$ cat src/rtl/cdc_bus_receiver_pkg.sv
// Shared types and limits for the toggle-handshake bus crossing.
package cdc_pkg;

  localparam int MIN_SYNC_STAGES = 2;
  localparam int MAX_SYNC_STAGES = 4;

  // 2'b11 is unused and steers back to EMPTY.
  typedef enum logic [1:0] {
    EMPTY     = 2'b00,
    FULL      = 2'b01,
    FULL_PEND = 2'b10
  } state_e;

  function automatic bit sync_stages_ok(int n);
    return (n >= MIN_SYNC_STAGES) && (n <= MAX_SYNC_STAGES);
  endfunction

endpackage

$ cat src/rtl/cdc_bus_receiver_if.sv
// Bus bundle between the toggle source, this receiver and the downstream sink.
interface cdc_bus_receiver_if #(
  parameter int BUS_WIDTH = 8
);
  logic [BUS_WIDTH-1:0] src_data;
  logic                 src_toggle;
  logic [BUS_WIDTH-1:0] dst_data;
  logic                 dst_valid;
  logic                 dst_ready;
  logic                 ack_toggle;
  logic                 overrun;
  logic                 overrun_clr;

  // Receiver view.
  modport slave (
    input  src_data, src_toggle, dst_ready, overrun_clr,
    output dst_data, dst_valid, ack_toggle, overrun
  );

  // Source / sink view.
  modport master (
    output src_data, src_toggle, dst_ready, overrun_clr,
    input  dst_data, dst_valid, ack_toggle, overrun
  );
endinterface

$ cat src/rtl/cdc_bus_receiver_toggle_sync.sv
// Toggle synchronizer with edge detect; also usable on the source side for the ack.
module toggle_sync
  import cdc_pkg::*;
#(
  parameter int NUM_STAGES = 2
) (
  input  logic clk,
  input  logic rst,
  input  logic i_toggle,
  output logic o_event,
  output logic o_lvl
);

  if (!sync_stages_ok(NUM_STAGES)) begin : g_bad_stages
    $error("toggle_sync: NUM_STAGES out of range");
  end

  logic [NUM_STAGES-1:0] r_sync;
  logic                  r_prev;

  // Shift the async level through the chain; keep the last synced value for edge detect.
  always_ff @(posedge clk or negedge rst) begin
    if (!rst) begin
      r_sync <= '0;
      r_prev <= 1'b0;
    end else begin
      r_sync <= {r_sync[NUM_STAGES-2:0], i_toggle};
      r_prev <= r_sync[NUM_STAGES-1];
    end
  end

  assign o_lvl   = r_sync[NUM_STAGES-1];
  assign o_event = r_sync[NUM_STAGES-1] ^ r_prev;

endmodule

$ cat src/rtl/cdc_bus_receiver.sv
// Destination end of the toggle-handshake crossing with a one-word skid slot.
module cdc_bus_receiver
  import cdc_pkg::*;
#(
  parameter int NUM_STAGES = 2,
  parameter int BUS_WIDTH  = 8
) (
  input  logic               clk,
  input  logic               rst,
  cdc_bus_receiver_if.slave  bus
);

  if (!sync_stages_ok(NUM_STAGES)) begin : g_bad_stages
    $error("cdc_bus_receiver: NUM_STAGES out of range");
  end

  state_e               r_state, w_state_nxt;
  logic [BUS_WIDTH-1:0] r_data;
  logic                 r_vld, w_vld_nxt;
  logic                 r_ack, w_ack_nxt;
  logic                 r_pend_lvl;
  logic                 r_ovr;
  logic                 w_cap, w_pend_set, w_ovr_set;
  logic                 w_event, w_lvl;

  toggle_sync #(.NUM_STAGES(NUM_STAGES)) u_sync (
    .clk      (clk),
    .rst      (rst),
    .i_toggle (bus.src_toggle),
    .o_event  (w_event),
    .o_lvl    (w_lvl)
  );

  // State register.
  always_ff @(posedge clk or negedge rst) begin
    if (!rst) r_state <= EMPTY;
    else      r_state <= w_state_nxt;
  end

  // Next state and datapath controls. A word seen while stalled is left on the
  // source bus (no ack yet), so only its level is remembered.
  always_comb begin
    w_state_nxt = r_state;
    w_vld_nxt   = r_vld;
    w_ack_nxt   = r_ack;
    w_cap       = 1'b0;
    w_pend_set  = 1'b0;
    w_ovr_set   = 1'b0;
    case (r_state)
      EMPTY: begin
        if (w_event) begin
          w_cap       = 1'b1;
          w_vld_nxt   = 1'b1;
          w_ack_nxt   = w_lvl;
          w_state_nxt = FULL;
        end
      end
      FULL: begin
        if (bus.dst_ready && !w_event) begin
          w_vld_nxt   = 1'b0;
          w_state_nxt = EMPTY;
        end else if (bus.dst_ready && w_event) begin
          w_cap       = 1'b1;
          w_ack_nxt   = w_lvl;
        end else if (w_event) begin
          w_pend_set  = 1'b1;
          w_state_nxt = FULL_PEND;
        end
      end
      FULL_PEND: begin
        if (bus.dst_ready) begin
          w_cap       = 1'b1;
          w_ack_nxt   = r_pend_lvl;
          w_state_nxt = FULL;
        end
        w_ovr_set = w_event;
      end
      default: begin
        w_vld_nxt   = 1'b0;
        w_state_nxt = EMPTY;
      end
    endcase
  end

  // Output word, valid, ack level and pending level.
  always_ff @(posedge clk or negedge rst) begin
    if (!rst) begin
      r_data     <= '0;
      r_vld      <= 1'b0;
      r_ack      <= 1'b0;
      r_pend_lvl <= 1'b0;
    end else begin
      if (w_cap)      r_data     <= bus.src_data;
      if (w_pend_set) r_pend_lvl <= w_lvl;
      r_vld <= w_vld_nxt;
      r_ack <= w_ack_nxt;
    end
  end

  // Sticky overrun; a new violation wins over a same-cycle clear.
  always_ff @(posedge clk or negedge rst) begin
    if (!rst)                 r_ovr <= 1'b0;
    else if (w_ovr_set)       r_ovr <= 1'b1;
    else if (bus.overrun_clr) r_ovr <= 1'b0;
  end

  assign bus.dst_data   = r_data;
  assign bus.dst_valid  = r_vld;
  assign bus.ack_toggle = r_ack;
  assign bus.overrun    = r_ovr;

endmodule

$ cat src/flat_wrapper.sv
// flat-port wrapper written by rule: the top's interface ports become plain ports
module cdc_bus_receiver_flat import cdc_pkg::*;
#(
  parameter int NUM_STAGES = 2,
  parameter int BUS_WIDTH  = 8
)
  (clk, rst, bus_src_data, bus_src_toggle, bus_dst_ready, bus_overrun_clr, bus_dst_data, bus_dst_valid, bus_ack_toggle, bus_overrun);
  cdc_bus_receiver_if #(.BUS_WIDTH(BUS_WIDTH)) bus_i ();
  input  logic clk;
  input  logic rst;
  input wire logic [$bits(bus_i.src_data)-1:0] bus_src_data;
  input wire logic [$bits(bus_i.src_toggle)-1:0] bus_src_toggle;
  input wire logic [$bits(bus_i.dst_ready)-1:0] bus_dst_ready;
  input wire logic [$bits(bus_i.overrun_clr)-1:0] bus_overrun_clr;
  output wire logic [$bits(bus_i.dst_data)-1:0] bus_dst_data;
  output wire logic [$bits(bus_i.dst_valid)-1:0] bus_dst_valid;
  output wire logic [$bits(bus_i.ack_toggle)-1:0] bus_ack_toggle;
  output wire logic [$bits(bus_i.overrun)-1:0] bus_overrun;
  assign bus_i.src_data = bus_src_data;
  assign bus_i.src_toggle = bus_src_toggle;
  assign bus_i.dst_ready = bus_dst_ready;
  assign bus_i.overrun_clr = bus_overrun_clr;
  assign bus_dst_data = bus_i.dst_data;
  assign bus_dst_valid = bus_i.dst_valid;
  assign bus_ack_toggle = bus_i.ack_toggle;
  assign bus_overrun = bus_i.overrun;
  cdc_bus_receiver #(.NUM_STAGES(NUM_STAGES), .BUS_WIDTH(BUS_WIDTH)) u_core (.clk(clk), .rst(rst), .bus(bus_i));
endmodule
$ cat config.mk
export PLATFORM = sky130hd
export DESIGN_NAME = cdc_bus_receiver_flat
export DESIGN_NICKNAME = d
export VERILOG_FILES = /design/src/rtl/cdc_bus_receiver_pkg.sv /design/src/rtl/cdc_bus_receiver_if.sv /design/src/rtl/cdc_bus_receiver_toggle_sync.sv /design/src/rtl/cdc_bus_receiver.sv /design/src/flat_wrapper.sv
export SDC_FILE = /design/constraint.sdc
export NUM_CORES = 1
export LEC_CHECK = 0
export BUFFER_PORTS_ARGS = -buffer_cell sky130_fd_sc_hd__buf_2
export CORE_MARGIN = 2
export CORE_UTILIZATION = 50
export DETAILED_ROUTE_END_ITERATION = 10
export GPL_ROUTABILITY_DRIVEN = 0
export PLACE_DENSITY_LB_ADDON = 0.2
export SLEW_MARGIN = 20
export SYNTH_ARGS = -nofsm -noshare
export SYNTH_HDL_FRONTEND = slang
export SYNTH_SLANG_ARGS = --single-unit
$ cat constraint.sdc
create_clock -name clk -period 2.9 [get_ports clk]
set_clock_uncertainty 0.2 [all_clocks]
set_input_delay 0.145 -clock clk [delete_from_list [all_inputs] [get_ports clk]]
set_output_delay 0.145 -clock clk [all_outputs]
set_load 0.02 [all_outputs]
==> impl_metrics.yaml <==
outcome:
  outcome: "finished, final reports clean"
drt:
  drt-vias-per-instance: 5.076
  wl_mm: 1.347
  drtAntennaViolNets: 0
  num_vias: 533
  drc: 0
  avgRoutedWirePerCell_um: 12.83
  drt_iter0_markers: 1
  firstDrtPassIters: 4
power:
  power_per_cell_area_nw_per_um2: 780.4
  ir_drop_mv: 0.5236
  p_leak_nw: 0.4749
critical_path:
  critPathTopFamily: "flip-flops"
  path_class: "reg2reg"
  critPathSlowestCell: "dfrtp_1"
  slowest_delay_ps: 450
  path_buf_inv: 0
  critPathArrivalTime_ps: 1720
  critPathLaunchType: "flip-flop"
  worstPathRequired_ps: 2870
  worstPathMaxFanout: 9
  setup.worst_path.end_class: "flip-flop"
  crit_path_cell_trace: "xor2_2 > o211ai_4 > mux2_2"
cells_and_area:
  postLayoutCellArea_um2: 997.2
  fin_util_pct: 75.69
  layout_common_cells: "buf_2 (23), dfrtp_1 (17), dlygate4sd3_1 (12)"
  layout-drive-gt1-share_pct: 42.22
  final_common_cell: "buf_2"
  fin_nets: 104
  syn_to_final_growth_pct: 39.09
  insertedDiodeCount: 0
timing:
  max_slew_margin_pct: 74.27
  fin_ws_ps: 1148
  drv_slew: 0
  fin_tns_setup_ps: 0
  hold_viol: 0
  period_minus_slack_ps: 1752
  rsz0062_at_grt: "no"
  post-route-period-util_pct: 60.43
  finalSetupViolCount: 0
  max_freq_mhz: 570.6
  worst_slew_pin_slew_ps: 384.1
floorplanning:
  dieWidth_um: 41.87
  ios: 24
  dieArea_um2: 1753
  initial_core_util_pct: 54.42
  die_h_um: 41.87
  placementRows: 13
  coreArea_um2: 1318
job:
  cap_viol_max_count: 0
global_route:
  overflow: 0
  grt_pass1_wl_mm: 2.304
  grt_busiest_layer: "met2"
  grt_usage_pct: 17.84
  gr-usage-met1_pct: 22.19
  grt_pass1_vias: 527
  grt_use_met3_pct: 3.043
  grt_util_met2_pct: 30.31
  antenna_found_initial: 0
  grt_start_max_net_pins: 18
clock_network:
  insertion_delay_ps: 270
  cts_max_level: 1
  post-cts-setup-buffer-count: 0
  cts_resized: 0
  clkSinkCount: 17
  clk_pin_slew_ps: 90
  cts_made_buffers: 3
  cts_tree: "done"
  cts-root-buf: "clkbuf_4"
  clk_path_buf_depth: 2
placed_design:
  dp_slack_ps: 1158
  io_buffer_count: 23
  dp_hpwl_um: 876.1
  dpl-instance-area_um2: 850.8
synthesis:
  syn_nets: 64
  syn_area_um2: 716.9
  syn_avg_cell_area_um2: 14.06
  ys_ff_latch: 17
  syn_inst: 51
  synth-seq-area-share_pct: 59.34
  yosys.cell_types.count: 20
  yosysWarnings: 0
hold_path:
  hp-class: "in2async"
[cell families after synthesis]
family	after synthesis	synth area share, %
flops	17	59.34
mux	12	19.55
compound gates	10	10.47
simple gates	6	5.060
buf+inv	4	2.094
xor+xnor	2	3.491
[through the flow]
step,power [W],hold WS (ps),instances
floorplan,0.0005532,-350.6,51
global placement,0.0006466,-121.4,89
detailed placement,0.0006503,-119.5,89
CTS,0.0007837,103.7,105
global route,0.0008309,138.5,105
finish,0.0007783,121.5,105
[layout make-up]
type | instances | area (um^2)
sequential | 17 | 425.4
inverter | 4 | 15.01
fill | 82 | 320.3
clock buffer | 4 | 26.28
tap | 15 | 18.77
multi-input combinational | 30 | 276.5
timing repair buffer | 35 | 235.2
[sequential cells by signal, indices dropped and copies added (netlist names)]
signal and count:
u_core.r_pend_lvl 1, u_core.r_state 2, u_core.u_sync.r_sync 2, u_core.u_sync.r_prev 1
u_core.bus.overrun 1, u_core.bus.dst_data 8, u_core.bus.ack_toggle 1, u_core.bus.dst_valid 1
[layer usage]
metal  part of all wire [%]  vias up
met5                      0        -
met4                   0.30        0
met3                    5.1        2
met2                     52       16
met1                     42      257
li1                       -      258
[synthesized netlist by cell type]
master,instances,area [um^2]
nand3_1,1,5.000
a21oi_1,3,15.01
o21ai_0,1,5.000
nand2_1,1,3.750
nor2b_1,1,6.260
mux2_2,8,90.09
or4bb_1,1,11.26
xnor2_1,1,8.760
xor2_2,1,16.27
nor2_1,1,3.750
o211ai_4,1,21.27
nand2b_1,1,6.260
mux2_4,2,30.03
o21bai_1,1,7.510
mux2i_1,2,20.02
inv_1,4,15.01
o22ai_1,2,12.51
a31oi_1,1,6.260
dfrtp_1,17,425.4
o211ai_1,1,7.510
[power breakdown]
part | switching, W | internal [W]
combinational | 0.000160 | 0.000142
clock | 0.0000653 | 0.0000533
sequential | 0.0000504 | 0.000308
total | 0.000275 | 0.000503
[worst reg2reg max path, cell delays in order, from the launching register on]
cell and delay, ps:
dfrtp_1 450, xor2_2 240, o211ai_4 370, mux2_2 390
[worst paths after layout]
path,from,endpoint,slack [ps],cells after the start
min in group clk,u_core.u_sync.r_sync[0],u_core.u_sync.r_sync[1],180,0
max in group asynchronous,rst,u_core.r_pend_lvl,2120,2
min reg2reg,u_core.u_sync.r_sync[0],u_core.u_sync.r_sync[1],180,0
min,rst,u_core.bus.dst_data[2],120,2
max,u_core.u_sync.r_prev,u_core.bus.dst_data[2],1150,3
max reg2reg,u_core.u_sync.r_prev,u_core.bus.dst_data[2],1150,3
[repair_timing]
| item | CTS | global route |
|---|---|---|
| endpoints found under the setup margin | 0 | 0 |
| hold buffers | 12 | 0 |
| hold endpoints to repair | 28 | 0 |
(Power assumes the default switching activity.)
